--- src/rtl/cdr_pkg.sv ---
// Shared CDR definitions: phase-detector decision encoding and the signed vote type.
// The decision codes are also used by the bang-bang phase detector.
package cdr_pkg;

    localparam logic [1:0] DEC_EARLY   = 2'b11;
    localparam logic [1:0] DEC_LATE    = 2'b01;
    localparam logic [1:0] DEC_NONE    = 2'b00;
    localparam logic [1:0] DEC_ILLEGAL = 2'b10;

    typedef logic signed [1:0] vote_t;

    localparam vote_t VOTE_POS  = 2'sb01;
    localparam vote_t VOTE_ZERO = 2'sb00;
    localparam vote_t VOTE_NEG  = 2'sb11;

    // Illegal codes count as "no information", never as a direction.
    function automatic vote_t decision_step(input logic [1:0] dec);
        vote_t step;
        case (dec)
            DEC_EARLY: step = VOTE_POS;
            DEC_LATE:  step = VOTE_NEG;
            default:   step = VOTE_ZERO;
        endcase
        return step;
    endfunction

endpackage

--- src/rtl/cdr_vote_window.sv ---
// Majority vote over fixed windows of VOTE_LEN valid phase-detector decisions.
// Emits a one-cycle vote strobe with the vote value and a quiet (near-balanced) flag.
module cdr_vote_window
    import cdr_pkg::*;
#(
    parameter int VOTE_LEN    = 8,
    parameter int VOTE_THRESH = 2,
    parameter int LOCK_THRESH = 1
) (
    input  logic       clk,
    input  logic       rst_n,
    input  logic       en,
    input  logic       dec_vld,
    input  logic [1:0] decision,
    output vote_t      vote_q,
    output logic       vote_vld_q,
    output logic       quiet_q
);

    localparam int CNT_W = $clog2(VOTE_LEN);
    localparam int SUM_W = CNT_W + 2;

    localparam logic signed [SUM_W-1:0] THR_POS  = SUM_W'(VOTE_THRESH);
    localparam logic signed [SUM_W-1:0] THR_NEG  = -THR_POS;
    localparam logic signed [SUM_W-1:0] QUIET_TH = SUM_W'(LOCK_THRESH);

    logic [CNT_W-1:0]        cnt_reg;
    logic signed [SUM_W-1:0] sum_reg;
    vote_t                   vote_reg;
    logic                    vote_vld_reg;
    logic                    quiet_reg;

    vote_t                   step;
    logic signed [SUM_W-1:0] step_ext;
    logic signed [SUM_W-1:0] sum_final;
    logic signed [SUM_W-1:0] abs_final;
    logic                    last_dec;
    vote_t                   vote_next;

    always_comb begin
        step      = decision_step(decision);
        step_ext  = {{(SUM_W-2){step[1]}}, step};
        sum_final = sum_reg + step_ext;
        abs_final = sum_final[SUM_W-1] ? -sum_final : sum_final;
        last_dec  = (cnt_reg == CNT_W'(VOTE_LEN - 1));
        vote_next = VOTE_ZERO;
        if (sum_final >= THR_POS) begin
            vote_next = VOTE_POS;
        end else if (sum_final <= THR_NEG) begin
            vote_next = VOTE_NEG;
        end
    end

    // The closing decision is folded into the vote and the next window starts clean,
    // so decisions arriving back to back are never dropped at a window boundary.
    always_ff @(posedge clk) begin
        if (!rst_n) begin
            cnt_reg      <= '0;
            sum_reg      <= '0;
            vote_reg     <= VOTE_ZERO;
            vote_vld_reg <= 1'b0;
            quiet_reg    <= 1'b0;
        end else begin
            vote_vld_reg <= 1'b0;
            if (en && dec_vld) begin
                if (last_dec) begin
                    vote_reg     <= vote_next;
                    vote_vld_reg <= 1'b1;
                    quiet_reg    <= (abs_final <= QUIET_TH);
                    sum_reg      <= '0;
                    cnt_reg      <= '0;
                end else begin
                    sum_reg <= sum_final;
                    cnt_reg <= cnt_reg + 1'b1;
                end
            end
        end
    end

    assign vote_q     = vote_reg;
    assign vote_vld_q = vote_vld_reg;
    assign quiet_q    = quiet_reg;

endmodule

--- src/rtl/cdr_loop_filter.sv ---
// Second-order CDR loop filter: windowed bang-bang vote drives a proportional phase
// step plus a saturating frequency integrator; outputs PI code, update strobe and lock.
module cdr_loop_filter
    import cdr_pkg::*;
#(
    parameter int VOTE_LEN    = 8,
    parameter int VOTE_THRESH = 2,
    parameter int PI_W        = 7,
    parameter int FRAC_W      = 4,
    parameter int KP          = 16,
    parameter int KI          = 1,
    parameter int FREQ_W      = 10,
    parameter int FREQ_MAX    = 255,
    parameter int LOCK_THRESH = 1,
    parameter int LOCK_CNT    = 16
) (
    input  logic              clk,
    input  logic              rst_n,
    input  logic              en,
    input  logic              dec_vld,
    input  logic [1:0]        decision,
    output logic [PI_W-1:0]   pi_code,
    output logic              pi_update,
    output logic [FREQ_W-1:0] freq_word,
    output logic              locked
);

    localparam int PH_W   = PI_W + FRAC_W;
    localparam int WIDE   = ((PH_W > FREQ_W) ? PH_W : FREQ_W) + 2;
    localparam int LOCK_W = $clog2(LOCK_CNT + 1);

    localparam logic signed [WIDE-1:0] KP_S   = WIDE'(KP);
    localparam logic signed [WIDE-1:0] KI_S   = WIDE'(KI);
    localparam logic signed [WIDE-1:0] FMAX_S = WIDE'(FREQ_MAX);
    localparam logic [LOCK_W-1:0]      LOCK_FULL = LOCK_W'(LOCK_CNT);

    logic                  dec_vld_reg;
    logic [1:0]            decision_reg;
    logic [PH_W-1:0]       phase_reg;
    logic [FREQ_W-1:0]     freq_reg;
    logic [LOCK_W-1:0]     lock_cnt_reg;
    logic                  locked_reg;
    logic                  pi_update_reg;

    vote_t                 vote_q;
    logic                  vote_vld_q;
    logic                  quiet_q;

    logic signed [WIDE-1:0] kp_term;
    logic signed [WIDE-1:0] ki_term;
    logic signed [WIDE-1:0] freq_ext;
    logic signed [WIDE-1:0] freq_sum;
    logic signed [WIDE-1:0] freq_sat;
    logic [FREQ_W-1:0]      freq_next;
    logic [PH_W-1:0]        phase_delta;
    logic [PH_W-1:0]        phase_next;
    logic [LOCK_W-1:0]      lock_next;

    // Input capture stage; holds its contents while the loop is disabled so a
    // decision taken just before en drops is consumed on resume.
    always_ff @(posedge clk) begin
        if (!rst_n) begin
            dec_vld_reg  <= 1'b0;
            decision_reg <= DEC_NONE;
        end else if (en) begin
            dec_vld_reg  <= dec_vld;
            decision_reg <= decision;
        end
    end

    cdr_vote_window #(
        .VOTE_LEN    (VOTE_LEN),
        .VOTE_THRESH (VOTE_THRESH),
        .LOCK_THRESH (LOCK_THRESH)
    ) u_vote_window (
        .clk        (clk),
        .rst_n      (rst_n),
        .en         (en),
        .dec_vld    (dec_vld_reg),
        .decision   (decision_reg),
        .vote_q     (vote_q),
        .vote_vld_q (vote_vld_q),
        .quiet_q    (quiet_q)
    );

    always_comb begin
        kp_term = '0;
        ki_term = '0;
        case (vote_q)
            VOTE_POS: begin
                kp_term = KP_S;
                ki_term = KI_S;
            end
            VOTE_NEG: begin
                kp_term = -KP_S;
                ki_term = -KI_S;
            end
            default: ;
        endcase

        freq_ext = {{(WIDE-FREQ_W){freq_reg[FREQ_W-1]}}, freq_reg};
        freq_sum = freq_ext + ki_term;
        freq_sat = freq_sum;
        if (freq_sum > FMAX_S) begin
            freq_sat = FMAX_S;
        end else if (freq_sum < -FMAX_S) begin
            freq_sat = -FMAX_S;
        end
        freq_next = FREQ_W'(freq_sat);

        // Phase is modular; the freshly saturated frequency word feeds this update.
        phase_delta = PH_W'(kp_term + freq_sat);
        phase_next  = phase_reg + phase_delta;

        lock_next = '0;
        if (quiet_q) begin
            lock_next = (lock_cnt_reg == LOCK_FULL) ? LOCK_FULL : lock_cnt_reg + 1'b1;
        end
    end

    always_ff @(posedge clk) begin
        if (!rst_n) begin
            phase_reg     <= '0;
            freq_reg      <= '0;
            lock_cnt_reg  <= '0;
            locked_reg    <= 1'b0;
            pi_update_reg <= 1'b0;
        end else if (vote_vld_q) begin
            phase_reg     <= phase_next;
            freq_reg      <= freq_next;
            lock_cnt_reg  <= lock_next;
            locked_reg    <= (lock_next == LOCK_FULL);
            pi_update_reg <= 1'b1;
        end else begin
            pi_update_reg <= 1'b0;
        end
    end

    assign pi_code   = phase_reg[PH_W-1:FRAC_W];
    assign pi_update = pi_update_reg;
    assign freq_word = freq_reg;
    assign locked    = locked_reg;

endmodule

--- config.mk ---
export PLATFORM = sky130hd
export DESIGN_NAME = cdr_loop_filter
export DESIGN_NICKNAME = d
export VERILOG_FILES = /design/src/rtl/cdr_pkg.sv /design/src/rtl/cdr_vote_window.sv /design/src/rtl/cdr_loop_filter.sv
export SDC_FILE = /design/constraint.sdc
export NUM_CORES = 1
export LEC_CHECK = 0
export CORE_ASPECT_RATIO = 0.9
export CORE_MARGIN = 3
export CORE_UTILIZATION = 55
export CTS_CLUSTER_SIZE = 14
export DETAILED_ROUTE_END_ITERATION = 16
export PLACE_DENSITY = 0.86
export REMOVE_ABC_BUFFERS = 1
export SYNTH_ARGS = -nofsm -noshare
export SYNTH_HDL_FRONTEND = slang
export SYNTH_HIERARCHICAL = 1
export SYNTH_SLANG_ARGS = --single-unit
export TNS_END_PERCENT = 30
--- constraint.sdc ---
create_clock -name clk -period 6.5 [get_ports clk]
set_input_delay 1.3 -clock clk [delete_from_list [all_inputs] [get_ports clk]]
set_output_delay 1.3 -clock clk [all_outputs]
set_load 0.03 [all_outputs]
==> impl_metrics.tcl, run 1 <==
set metrics [dict create \
    tightest_slew_ns 1.00 \
    synthToLayoutAreaGrowth_pct 7.13 \
    irDropWorstVdd_mv 0.132 \
    clock_latency_ns 0.29 \
    hold_buffers 0 \
    synth_top_area_share_pct 25.7 \
    post-cts-setup-buffers 0 \
    cts-htree-levels 2 \
    relSlewSlack_pct 33.2 \
    dp_cells 475 \
    yosysMostFrequentCell "dfxtp_1" \
    core-area_um2 5790 \
    synth_compound_area_share_pct 22.2 \
    cp-start-kind "register" \
    total_power_w 0.000508 \
    rsz0062_at_grt "no" \
    place.gp.congestion 0.977 \
    synthTopCellsByCount "dfxtp_1 (43), nor2_1 (39), a21oi_1 (35)" \
    cts.clk_slew.worst_paths_ns 0.08 \
    die_area_um2 7070 \
    synth_top_family_by_area "simple AND/OR/NAND/NOR gates" \
    cts_resized 0 \
    async_flop_share_pct 0 \
    dominantRegCellSynth "dfxtp_1" \
    yosys-top-cells-area "dfxtp_1 (26%), ha_1 (10%), xnor2_1 (5.5%), a21oi_1 (5.2%), nor2_1 (4.4%)" \
    boundaryPins 25 \
    synth_top_area_cell "dfxtp_1" \
    period_share_pct 90.7 \
    clock.fmax_mhz 170 \
    cts_buffers 5 \
    hold_violations 0 \
    dr.pass1.iters 5 \
    nNetsFinal 450 \
    clock_path_buffers 2 \
    leakagePower_nw 1.47 \
    drt-total-wl_um 7780 \
    fin_skew_ns 0.00600 \
    vias_per_cell 6.29 \
    crit_family "compound AO/OA/AOI/OAI gates" \
    synthSimpleGateAreaFrac_pct 22.3 \
    cp.arrival_ns 6.11 \
    holdCritStartpoint "u_vote_window/cnt_reg[2]" \
    vias 3038 \
    synthMuxAreaShare_pct 3.58 \
    wl_per_cell_um 16.1 \
    port_buffers 24 \
    drive_above_1_share_pct 6.30 \
    fillers 496 \
    final_cells 483 \
    final-max-slew-violation-count 0 \
    grt_max_degree 30 \
    drt_iter0_markers 270 \
    drtAntennaViolNets 0 \
    critical_path_class "register to register" \
    grt.overflow.total 0 \
    ys_warn_count 6 \
    antenna_found_initial 0 \
    hold_ws_ns 0.467 \
    syn_area_um2 3350 \
    synthDistinctLibCells 72 \
    slowest_stage "a21oi_1" \
    crit_path_frequent_cell "a21oi_1" \
    die_y_um 80.1 \
    drcViolationCount 0 \
    postSynthAreaPerCell_um2 8.12 \
    synthXorXnorAreaFrac_pct 6.27 \
    cp.required_ns 6.72 \
    cts.root.buffer_cell "clkbuf_8" \
    track_usage_pct 22.6 \
    cp.depth 19 \
    slowest_delay_ns 0.71 \
    synth_seq_cells 43 \
    synth_edf_count 0 \
    postLayoutSetupSlackWorst_ns 0.605 \
    dp_hpwl_um 5610 \
    r2r_start "u_vote_window/vote_q[0]" \
    num_rows 26 \
    largest_reg_flops 11 \
    grt_pass1_vias 2805 \
    setup-tns-final_ns 0 \
    startpoint "u_vote_window/vote_q[0]" \
    hp-class "register to register" \
    cp_num_buf_inv 1 \
    grt_pass1_wl_um 13100 \
    cts_tree "built" \
    synth_cells 413 \
    max-cap-violations 0 \
    cts_sinks 43 \
    path_max_fanout 22 \
    min_path_cells 2 \
    dieWidth_um 88.3 \
    critPathCaptureType "register" \
    ys_seq_area_share_pct 25.7 \
    rr_worst_depth 19 \
    start_util_pct 57.9 \
    diodes 0 \
    finalSetupViolCount 0 \
    status "completed" \
    crit_chain "nand2_2 > inv_2 > ha_1 > a21oi_1 > a31oi_1 > o221ai_1 > a21oi_1 > a31oi_1 > nor2b_1 > nor2_1 > ha_1 > ha_1 > a21oi_1 > o211ai_1 > o41ai_1 > o21ai_0 > xnor2_1 > or3_1 > a21oi_1" \
    p_per_area_nw_per_um2 141 \
    synth-adder-area-share_pct 12.8 \
    finalCriticalPeriod_ns 5.90 \
    preCtsSetupSlack_ns 0.760 \
]
==> layer usage <==
layer  wire (µm)  track usage, %  share of wire (%)
met2        3670            37.0                 47
met1        3660            31.7                 47
met4          44            4.38               0.57
met5           0               0                  0
met3         401            3.28                5.2
==> area by class of cell <==
type                            instances  area (µm²)  share of cell area (%)
Sequential cell                        43         861                    24.0
Clock buffer                            6        72.6                    2.02
Clock inverter                          2        12.5                   0.348
Tap cell                               70        87.6                    2.44
Inverter                               17        63.8                    1.78
Timing Repair Buffer                   24         240                    6.69
Multi-Input combinational cell        321        2250                    62.8
==> cells in the final DEF, fill, tap and decap left out, types with 3 or more instances in the layout <==
| master | count |
|---|---|
| fa_1 | 4 |
| a21o_1 | 8 |
| ha_1 | 28 |
| clkdlybuf4s50_1 | 24 |
| o21ai_1 | 4 |
| or3_1 | 5 |
| xor2_1 | 3 |
| o211ai_1 | 3 |
| nor2b_1 | 3 |
| or4_1 | 3 |
| nor4_1 | 3 |
| nand2b_1 | 4 |
| a21oi_1 | 35 |
| o21ai_0 | 19 |
| nor3_1 | 17 |
| xnor2_1 | 21 |
| clkbuf_8 | 5 |
| inv_1 | 15 |
| and3_1 | 5 |
| o22ai_1 | 5 |
| nand2_1 | 29 |
| nand3_1 | 12 |
| dfxtp_1 | 43 |
| nor2_1 | 39 |
| a31oi_1 | 6 |
| mux2i_1 | 12 |
==> final timing paths <==
check / to / slack (ns)
worst max-delay path: phase_reg[10] / 0.60
worst min-delay path: u_vote_window/cnt_reg[2] / 0.47
worst min register to register: u_vote_window/cnt_reg[2] / 0.47
worst max register to register: phase_reg[10] / 0.60
==> logic make-up (layout without fill, tap and decap cells) <==
kind of cell,after synthesis,in the layout
flip-flops,43,43
adder cells (fa/ha/maj),32,32
AO/OA/AOI/OAI,110,110
AND/OR/NAND/NOR,143,143
multiplexers,12,12
buffers and inverters,49,49
XOR/XNOR,24,24
==> power breakdown <==
part / switching [W] / internal, W
clock network: 0.0000920 / 0.0000752
registers: 0.00000779 / 0.000267
logic: 0.0000374 / 0.0000285
total: 0.000137 / 0.000371
==> through the flow <==
stage	utilization (%)	cell area, µm²
after floorplan	-	3180
after global placement	60.6	3510
after CTS	62.0	3590
final	62.0	3590
after global routing	62.0	3590
after detailed placement	60.6	3510
==> worst register-to-register path, stage by stage (launching register included) <==
cell and delay [ns]:
dfxtp_1 0.47, nand2_2 0.32, inv_2 0.42, ha_1 0.33
a21oi_1 0.71, a31oi_1 0.21, o221ai_1 0.21, a21oi_1 0.09
a31oi_1 0.56, nor2b_1 0.30, nor2_1 0.07, ha_1 0.28
ha_1 0.23, a21oi_1 0.25, o211ai_1 0.16, o41ai_1 0.41
o21ai_0 0.19, xnor2_1 0.16, or3_1 0.31, a21oi_1 0.14
(Power assumes the default switching activity.)
==> inputs of run 2 (changes only) <==
- CORE_ASPECT_RATIO: 0.9 -> 1.1
==> run 2 against run 1 <==
  * Worst setup slack got worse by 0.049 ns
  * First-iteration DRC count fell by 25%
  * Routed wire length rose by 0.59%
  * Flip-flop and latch count did not move
  * Via count rose by 0.59%
  * Die area barely moved
  * Non-clock buffer count did not move
  * Power rose by 11%
  * Final cell count rose by 1.4%
  * Worst hold slack improved by 0.0056 ns
  * Critical path type unchanged
  * Largest cell class unchanged
==> impl_metrics.tcl, run 2 (same netlist as run 1, synthesis figures left out) <==
set metrics [dict create \
    period_share_pct 91.5 \
    finalInstanceArea_um2 3640 \
    drt-total-wl_um 7820 \
    p_per_area_nw_per_um2 155 \
    start_util_pct 57.4 \
    port_buffers 24 \
    final_common_cell "dfxtp_1" \
    boundaryPins 25 \
    cp-start-kind "register" \
    dp_cells 482 \
    hold_buffers 0 \
    preCtsSetupSlack_ns 0.627 \
    drt_iter0_markers 202 \
    num_rows 29 \
    fin_skew_ns 0.0189 \
    die_y_um 87.9 \
    dieWidth_um 80.5 \
    clock_latency_ns 0.31 \
    postLayoutSetupSlackWorst_ns 0.556 \
    rrSetupSlack_ns 0.56 \
    hp-class "register to register" \
    relSlewSlack_pct 31.8 \
    finalCriticalPeriod_ns 5.94 \
    cp.depth 19 \
    post-cts-setup-buffers 0 \
    vias_per_cell 6.24 \
    critPathCaptureType "register" \
    cts-htree-levels 2 \
    clock_path_buffers 2 \
    vias 3056 \
    finalSetupViolCount 0 \
    cp.arrival_ns 6.16 \
    dr.pass1.iters 5 \
    cp_num_buf_inv 1 \
    crit_family "compound AO/OA/AOI/OAI gates" \
    cts_resized 0 \
    largest_reg_flops 11 \
    slowest_delay_ns 0.50 \
    grt_max_degree 30 \
    final-max-slew-violation-count 0 \
    status "completed" \
    mostFrequentLayoutCells "dfxtp_1 (43), nor2_1 (39), a21oi_1 (35)" \
    tightest_slew_ns 1.02 \
    final_cells 490 \
    drtAntennaViolNets 0 \
    cp.required_ns 6.72 \
    rr_worst_depth 19 \
    cts_sinks 43 \
    synthToLayoutAreaGrowth_pct 8.47 \
    slowest_stage "a2111oi_2" \
    drive_above_1_share_pct 6.54 \
    cts.clk_slew.worst_paths_ns 0.08 \
    startpoint "u_vote_window/vote_q[0]" \
    antenna_found_initial 0 \
    max-cap-violations 0 \
    place.gp.congestion 0.953 \
    cts_buffers 5 \
    nNetsFinal 450 \
    track_usage_pct 23.6 \
    grt_pass1_vias 2897 \
    grt.overflow.total 0 \
    grt_pass1_wl_um 13400 \
    dp_hpwl_um 5660 \
    die_area_um2 7070 \
    leakagePower_nw 1.49 \
    crit_path_end "phase_reg[10]" \
    drcViolationCount 0 \
    clock.fmax_mhz 168 \
    setup-tns-final_ns 0 \
    hold_violations 0 \
    rsz0062_at_grt "no" \
    worst_r2r_endpoint "phase_reg[10]" \
    wl_per_cell_um 16.0 \
    diodes 0 \
    core-area_um2 5840 \
    placed_cell_area_um2 3520 \
    path_max_fanout 22 \
    critical_path_class "register to register" \
    irDropWorstVdd_mv 0.141 \
    cts_tree "built" \
    crit_chain "nand2_2 > inv_2 > fa_1 > nor3_1 > and3_1 > or3_1 > a2111oi_2 > a211oi_4 > o21ai_1 > nand2_1 > fa_1 > ha_1 > nand3_1 > o211ai_1 > o41ai_1 > o21ai_0 > xnor2_1 > or3_1 > a21oi_1" \
    cts.root.buffer_cell "clkbuf_8" \
    r2r_start "u_vote_window/vote_q[0]" \
]
==> run 2: metrics by stage <==
step	utilization (%)	hold WS, ns	total power, W
2_1_floorplan	-	0.440	0.000326
3_3_place_gp	60.2	0.446	0.000344
3_5_place_dp	60.2	0.439	0.000345
4_1_cts	62.3	0.473	0.000572
5_1_grt	62.3	0.494	0.000589
6_report	62.3	0.473	0.000565
==> run 2: per-layer routing <==
layer	vias up	global-route usage (%)	part of all wire, %
li1	1487	-	-
met5	-	0	0
met3	21	4.42	4.9
met1	1441	27.4	42
met4	0	8.45	2.4
met2	107	43.1	51
==> run 2: worst reg2reg max path, cell delays in order, from the launching register on <==
cell	delay, ns
dfxtp_1	0.48
nand2_2	0.32
inv_2	0.40
fa_1	0.46
nor3_1	0.15
and3_1	0.27
or3_1	0.39
a2111oi_2	0.50
a211oi_4	0.18
o21ai_1	0.21
nand2_1	0.10
fa_1	0.50
ha_1	0.37
nand3_1	0.12
o211ai_1	0.14
o41ai_1	0.45
o21ai_0	0.20
xnor2_1	0.17
or3_1	0.31
a21oi_1	0.14
==> run 2: area by class of cell <==
class                      instances  area, µm²
fill                             518       2200
clock buffer                       6       82.6
sequential                        43        861
inverter                          17       63.8
multi-input combinational        321       2250
clock inverter                     2       38.8
tap                               77       96.3
timing repair buffer              24        240
==> run 2: power by group <==
part	switching, W	internal (W)	total (W)
clock	0.0000974	0.000126	0.000224
sequential	0.00000783	0.000267	0.000275
combinational	0.0000374	0.0000285	0.0000659
total	0.000143	0.000422	0.000565
==> run 2: how the worst min path moves through the flow <==
| stage | start | end | slack, ns | cells past startpoint |
|---|---|---|---|---|
| floorplan | u_vote_window/cnt_reg[1] | u_vote_window/cnt_reg[1] | 0.44 | 2 |
| global placement | u_vote_window/cnt_reg[2] | u_vote_window/cnt_reg[2] | 0.45 | 2 |
| detailed placement | locked | locked | 0.44 | 1 |
| CTS | locked | locked | 0.47 | 1 |
| global route | u_vote_window/cnt_reg[1] | u_vote_window/cnt_reg[1] | 0.49 | 2 |
| finish | u_vote_window/cnt_reg[1] | u_vote_window/cnt_reg[1] | 0.47 | 2 |
